[config.mk]
export PLATFORM = sky130hd
export DESIGN_NAME = display_scanner
export DESIGN_NICKNAME = d
export VERILOG_FILES = /design/src/rtl/display_scanner_pkg.sv /design/src/rtl/display_scanner_scan_timer.sv /design/src/rtl/display_scanner.sv
export SDC_FILE = /design/constraint.sdc
export NUM_CORES = 1
export LEC_CHECK = 0
export BUFFER_PORTS_ARGS = -buffer_cell sky130_fd_sc_hd__clkbuf_2
export CAP_MARGIN = 20
export CORE_MARGIN = 2
export CORE_UTILIZATION = 55
export DETAILED_ROUTE_END_ITERATION = 8
export PLACE_DENSITY = 0.85
export SYNTH_ARGS = -nofsm -noshare
export SYNTH_HDL_FRONTEND = slang
export SYNTH_SLANG_ARGS = --single-unit
[constraint.sdc]
create_clock -name clk -period 4.1 [get_ports clk]
set_input_delay 0.41 -clock clk [delete_from_list [all_inputs] [get_ports clk]]
set_output_delay 0.41 -clock clk [all_outputs]
set_load 0.01 [all_outputs]
[src/rtl/display_scanner_pkg.sv]
// Shared types, constants and BCD helpers for the multiplexed four-digit display scanner.
package display_scanner_pkg;

  typedef enum logic [1:0] {
    IDLE   = 2'd0,
    CONV   = 2'd1,
    COMMIT = 2'd2
  } state_t;

  localparam logic [3:0]  BLANK_CODE = 4'hF;
  localparam int          NUM_DIGITS = 4;
  localparam logic [15:0] MAX_VALUE  = 16'd9999;

  // Double-dabble correction: every nibble >= 5 gets +3 before the shift.
  function automatic logic [15:0] dabble_adjust(input logic [15:0] bcd);
    logic [15:0] r;
    r = bcd;
    for (int k = 0; k < NUM_DIGITS; k++) begin
      if (r[4*k +: 4] >= 4'd5) r[4*k +: 4] = r[4*k +: 4] + 4'd3;
    end
    return r;
  endfunction

  // Blanks zero digits above the most-significant nonzero one; digit 0 always shows.
  function automatic logic [15:0] blank_leading(input logic [15:0] bcd, input logic lz);
    logic [15:0] r;
    logic        leading;
    r       = bcd;
    leading = lz;
    for (int k = NUM_DIGITS - 1; k > 0; k--) begin
      if (leading && (r[4*k +: 4] == 4'd0)) r[4*k +: 4] = BLANK_CODE;
      else                                  leading     = 1'b0;
    end
    return r;
  endfunction

endpackage

[src/rtl/display_scanner_scan_timer.sv]
// Free-running scan prescaler: step is high in the last prescaler cycle, index advances on that edge.
module scan_timer #(
  parameter int SCAN_DIV = 50000
) (
  input  logic       clk,
  input  logic       rst_n,
  output logic [1:0] index,
  output logic       step
);

  logic [15:0] count;

  assign step = (count == 16'(SCAN_DIV - 1));

  // NOTE: sequential state uses non-blocking assignments so every register samples pre-edge values.
  always_ff @(posedge clk or negedge rst_n) begin
    if (!rst_n) begin
      count <= '0;
      index <= '0;
    end else if (step) begin
      count <= '0;
      index <= index + 2'd1;
    end else begin
      count <= count + 16'd1;
    end
  end

endmodule

[src/rtl/display_scanner.sv]
// Converts a 16-bit binary value to four BCD digits and scans them onto a multiplexed display.
module display_scanner
  import display_scanner_pkg::*;
#(
  parameter int SCAN_DIV = 50000,
  parameter bit LZ_BLANK = 1'b1
) (
  input  logic        clk,
  input  logic        rst_n,
  input  logic [15:0] value,
  input  logic        load,
  output logic        busy,
  output logic        ovf,
  output logic [3:0]  bcd_out,
  output logic [3:0]  digit_en_n
);

  state_t      state;
  logic [15:0] bin;
  logic [15:0] scratch;
  logic [15:0] digits;
  logic [3:0]  iter;
  logic        ovf_pend;
  logic [1:0]  index;
  logic [1:0]  index_next;
  logic        step;
  logic [31:0] shifted;
  logic [15:0] commit_digits;
  logic [15:0] shown_next;

  scan_timer #(.SCAN_DIV(SCAN_DIV)) u_scan_timer (
    .clk   (clk),
    .rst_n (rst_n),
    .index (index),
    .step  (step)
  );

  // NOTE: every always_comb output is assigned on every path, so no latch can be inferred.
  always_comb begin
    shifted       = {dabble_adjust(scratch), bin} << 1;
    commit_digits = ovf_pend ? {NUM_DIGITS{BLANK_CODE}} : blank_leading(scratch, LZ_BLANK);
    index_next    = index + {1'b0, step};
    shown_next    = (state == COMMIT) ? commit_digits : digits;
  end

  // NOTE: the digit registers are reset to blank so the display is dark until the first commit.
  always_ff @(posedge clk or negedge rst_n) begin
    if (!rst_n) begin
      state    <= IDLE;
      busy     <= 1'b0;
      ovf      <= 1'b0;
      ovf_pend <= 1'b0;
      bin      <= '0;
      scratch  <= '0;
      iter     <= '0;
      digits   <= {NUM_DIGITS{BLANK_CODE}};
    end else begin
      case (state)
        IDLE: begin
          if (load) begin
            busy <= 1'b1;
            if (value > MAX_VALUE) begin
              ovf_pend <= 1'b1;
              state    <= COMMIT;
            end else begin
              ovf_pend <= 1'b0;
              bin      <= value;
              scratch  <= '0;
              iter     <= '0;
              state    <= CONV;
            end
          end
        end
        CONV: begin
          scratch <= shifted[31:16];
          bin     <= shifted[15:0];
          iter    <= iter + 4'd1;
          if (iter == 4'd15) state <= COMMIT;
        end
        COMMIT: begin
          digits <= commit_digits;
          ovf    <= ovf_pend;
          busy   <= 1'b0;
          state  <= IDLE;
        end
        default: state <= IDLE;
      endcase
    end
  end

  // Looking at next-cycle digits and index lets a commit and a scan step land on the same edge.
  always_ff @(posedge clk or negedge rst_n) begin
    if (!rst_n) begin
      bcd_out    <= BLANK_CODE;
      digit_en_n <= 4'b1110;
    end else begin
      bcd_out    <= shown_next[4*index_next +: 4];
      digit_en_n <= ~(4'b0001 << index_next);
    end
  end

endmodule

==> flow_metrics.env <==
export IMPL_hp_class="input port to async pin"
export IMPL_cts_htree_levels=3
export IMPL_crit_fanout=14
export IMPL_place_congestion=0.845
export IMPL_fin_crit_ns=2.86
export IMPL_rows=31
export IMPL_postCtsSetupBuffers=0
export IMPL_max_stage_delay_ns=0.84
export IMPL_powerDensity_nw_per_um2=657
export IMPL_crit_top_cell="ha_1"
export IMPL_fin_tns_setup_ns=0
export IMPL_syn_avg_cell_area_sq_um=10.6
export IMPL_mostFrequentLayoutCells="60 x dfrtp_1, 35 x nor2_1, 29 x nand3_1, 29 x o21ai_0, 27 x clkbuf_2"
export IMPL_wire_per_inst_microns=16.3
export IMPL_track_usage=0.221
export IMPL_die_x_microns=90.1
export IMPL_arrival_ns=3.17
export IMPL_pin_count=29
export IMPL_drive_gt1_frac=0.199
export IMPL_crit_type="flip-flop to flip-flop"
export IMPL_nFillCells=585
export IMPL_dieArea_sq_um=8110
export IMPL_rsz0062_at_grt="false"
export IMPL_post_cts_resized=0
export IMPL_syn_nets=416
export IMPL_synth_seq_cells=83
export IMPL_die_h_microns=90.1
export IMPL_ys_flop_type="dfrtp_1"
export IMPL_first_iter_violations=207
export IMPL_synthesis_area_sq_um=4080
export IMPL_finalHoldViolCount=0
export IMPL_final_nets=444
export IMPL_leakagePower_nw=1.99
export IMPL_synth_area_top_cells="dfrtp_1 37%, dfstp_2 15%, mux2i_1 4.2%"
export IMPL_synth_mux_area_fraction=0.0418
export IMPL_synth_edf_count=0
export IMPL_start_util=0.565
export IMPL_start_kind="flip-flop"
export IMPL_clock_latency_ns=0.36
export IMPL_critical_path_top_delay_family="XOR/XNOR gates"
export IMPL_setup_viol=0
export IMPL_clockBufferDepth=2
export IMPL_cts_tree="yes"
export IMPL_synth_fa_ha_area_frac=0.0399
export IMPL_synthCells=384
export IMPL_firstDrtPassIters=4
export IMPL_clock_sinks=83
export IMPL_wirelength_microns=8390
export IMPL_synth_async_reset_ratio=1.00
export IMPL_synth_top_area_frac=0.368
export IMPL_vdd_ir_drop_max_mv=0.366
export IMPL_worst_pin_slew_ns=1.07
export IMPL_coreArea_sq_um=7210
export IMPL_whs_ns=0.0195
export IMPL_n_antenna_cell=0
export IMPL_grt_ovfl_total=0
export IMPL_hold_buffers=0
export IMPL_dp_hpwl_microns=5650
export IMPL_cp_slowest_cell="xnor2_1"
export IMPL_syn_to_final_growth_pct=12.4
export IMPL_clk_pin_slew_ns=0.08
export IMPL_synth_seq_area_share=0.517
export IMPL_synthSimpleGateAreaFrac=0.159
export IMPL_cp_buffers_inverters=0
export IMPL_dp_cells=498
export IMPL_synth_top_family_by_area="simple AND/OR/NAND/NOR gates"
export IMPL_finalCritPeriodShare=0.699
export IMPL_grt_pass1_vias=3077
export IMPL_layout_cells_most_common="dfrtp_1"
export IMPL_remaining_drc_errors=0
export IMPL_end_kind="flip-flop"
export IMPL_critical_path_cell_chain="ha_1, nand3_1, nor4_4, ha_1, xnor2_1, o21ai_0, a31oi_1, o32a_1"
export IMPL_fin_cells=516
export IMPL_fmax_mhz=349
export IMPL_num_vias=3088
export IMPL_grt_max_degree=84
export IMPL_slew_headroom=0.284
export IMPL_viasPerCell=5.98
export IMPL_synth_compound_area_frac=0.155
export IMPL_outcome="complete, no violations"
export IMPL_synthDistinctLibCells=47
export IMPL_cts_root_buf="clkbuf_8"
export IMPL_post_synth_top_area_cell="dfrtp_1"
export IMPL_finClkSkew_ns=0.00674
export IMPL_cts_buffers=9
export IMPL_grt_antenna_before_repair=0
export IMPL_grt_first_pass_wirelength_microns=14600
export IMPL_portBuffers=28
export IMPL_cp_data_required_time_ns=4.41
export IMPL_ys_warn_count=0
export IMPL_maxCapViolations=0
export IMPL_antenna_left=0
export IMPL_synth_xor_area_frac=0.0513
export IMPL_slew_violations=0
cells in the mapped netlist, drive strengths merged, types with 4 or more instances:
library cell	n
nor2b	4
nand2	12
mux2i	17
inv	16
o22ai	6
nor4	10
clkbuf	8
o32a	4
dfrtp	60
nand2b	8
nand3	29
ha	13
dfstp	23
a21oi	16
a31oi	8
a211oi	8
a22o	9
buf	9
o21ai	29
xor2	8
o22a	4
nor2	35
o31ai	4
nor3b	6
xnor2	15
metrics by stage:
step | util | instance area, sq um | power [W] | setup WS (ns)
after global placement | 0.594 | 4290 | 0.00218 | 1.52
after global routing | 0.635 | 4580 | 0.00322 | 1.09
final | 0.635 | 4580 | 0.00301 | 1.24
after CTS | 0.631 | 4550 | 0.00301 | 1.30
after detailed placement | 0.594 | 4290 | 0.00224 | 1.30
after floorplan | - | 4080 | 0.00197 | 1.56
sequential cells by signal (all words and copies together), names as in the netlist:
signal and flops:
ovf 1, busy 1, u_scan_timer.count 16, bin 16
bcd_out 4, iter 4, digit_en_n 4, state 2
ovf_pend 1, digits 16, u_scan_timer.index 2, scratch 16
kinds of logic after synthesis:
family / count (synthesis)
AND/OR/NAND/NOR: 119
multiplexers: 17
buffers and inverters: 33
XOR/XNOR: 23
adder cells (fa/ha/maj): 13
AO/OA/AOI/OAI: 96
flip-flops: 83
metal layers:
| layer | up-vias | wire (microns) | share of wire | GRT usage |
|---|---|---|---|---|
| li1 | 1452 | - | - | - |
| met1 | 1539 | 3820 | 0.46 | 0.301 |
| met2 | 79 | 4060 | 0.48 | 0.339 |
| met3 | 18 | 358 | 0.043 | 0.0562 |
| met4 | 0 | 154 | 0.018 | 0.0897 |
| met5 | - | 0 | 0 | 0 |
cell type report:
type	count	area, sq um	share of cell area
Sequential cell	83	2110	0.460
Multi-Input combinational cell	268	1830	0.399
Timing Repair Buffer	34	200	0.0437
Clock inverter	7	140	0.0306
Clock buffer	9	124	0.0270
Tap cell	99	124	0.0270
Inverter	16	60.1	0.0131
final timing paths:
path / startpoint / cells past startpoint / slack [ns] / to
min in group clk: value[0] / 3 / 0.28 / bin[0]
worst min register to register: ovf / 2 / 0.49 / ovf
worst max register to register: u_scan_timer.count[0] / 8 / 1.24 / bcd_out[1]
max in group asynchronous: rst_n / 2 / 3.44 / digits[0]
worst max-delay path: u_scan_timer.count[0] / 8 / 1.24 / bcd_out[1]
worst min-delay path: rst_n / 1 / 0.02 / digit_en_n[0]
power by group:
part	internal (W)	switching [W]	total, W	leakage (nW)
sequential	0.00112	0.000185	0.00131	1.03
combinational	0.000391	0.000540	0.000931	0.842
clock	0.000465	0.000307	0.000772	0.125
total	0.00198	0.00103	0.00301	1.99
Power figures use the tool's default switching activity.
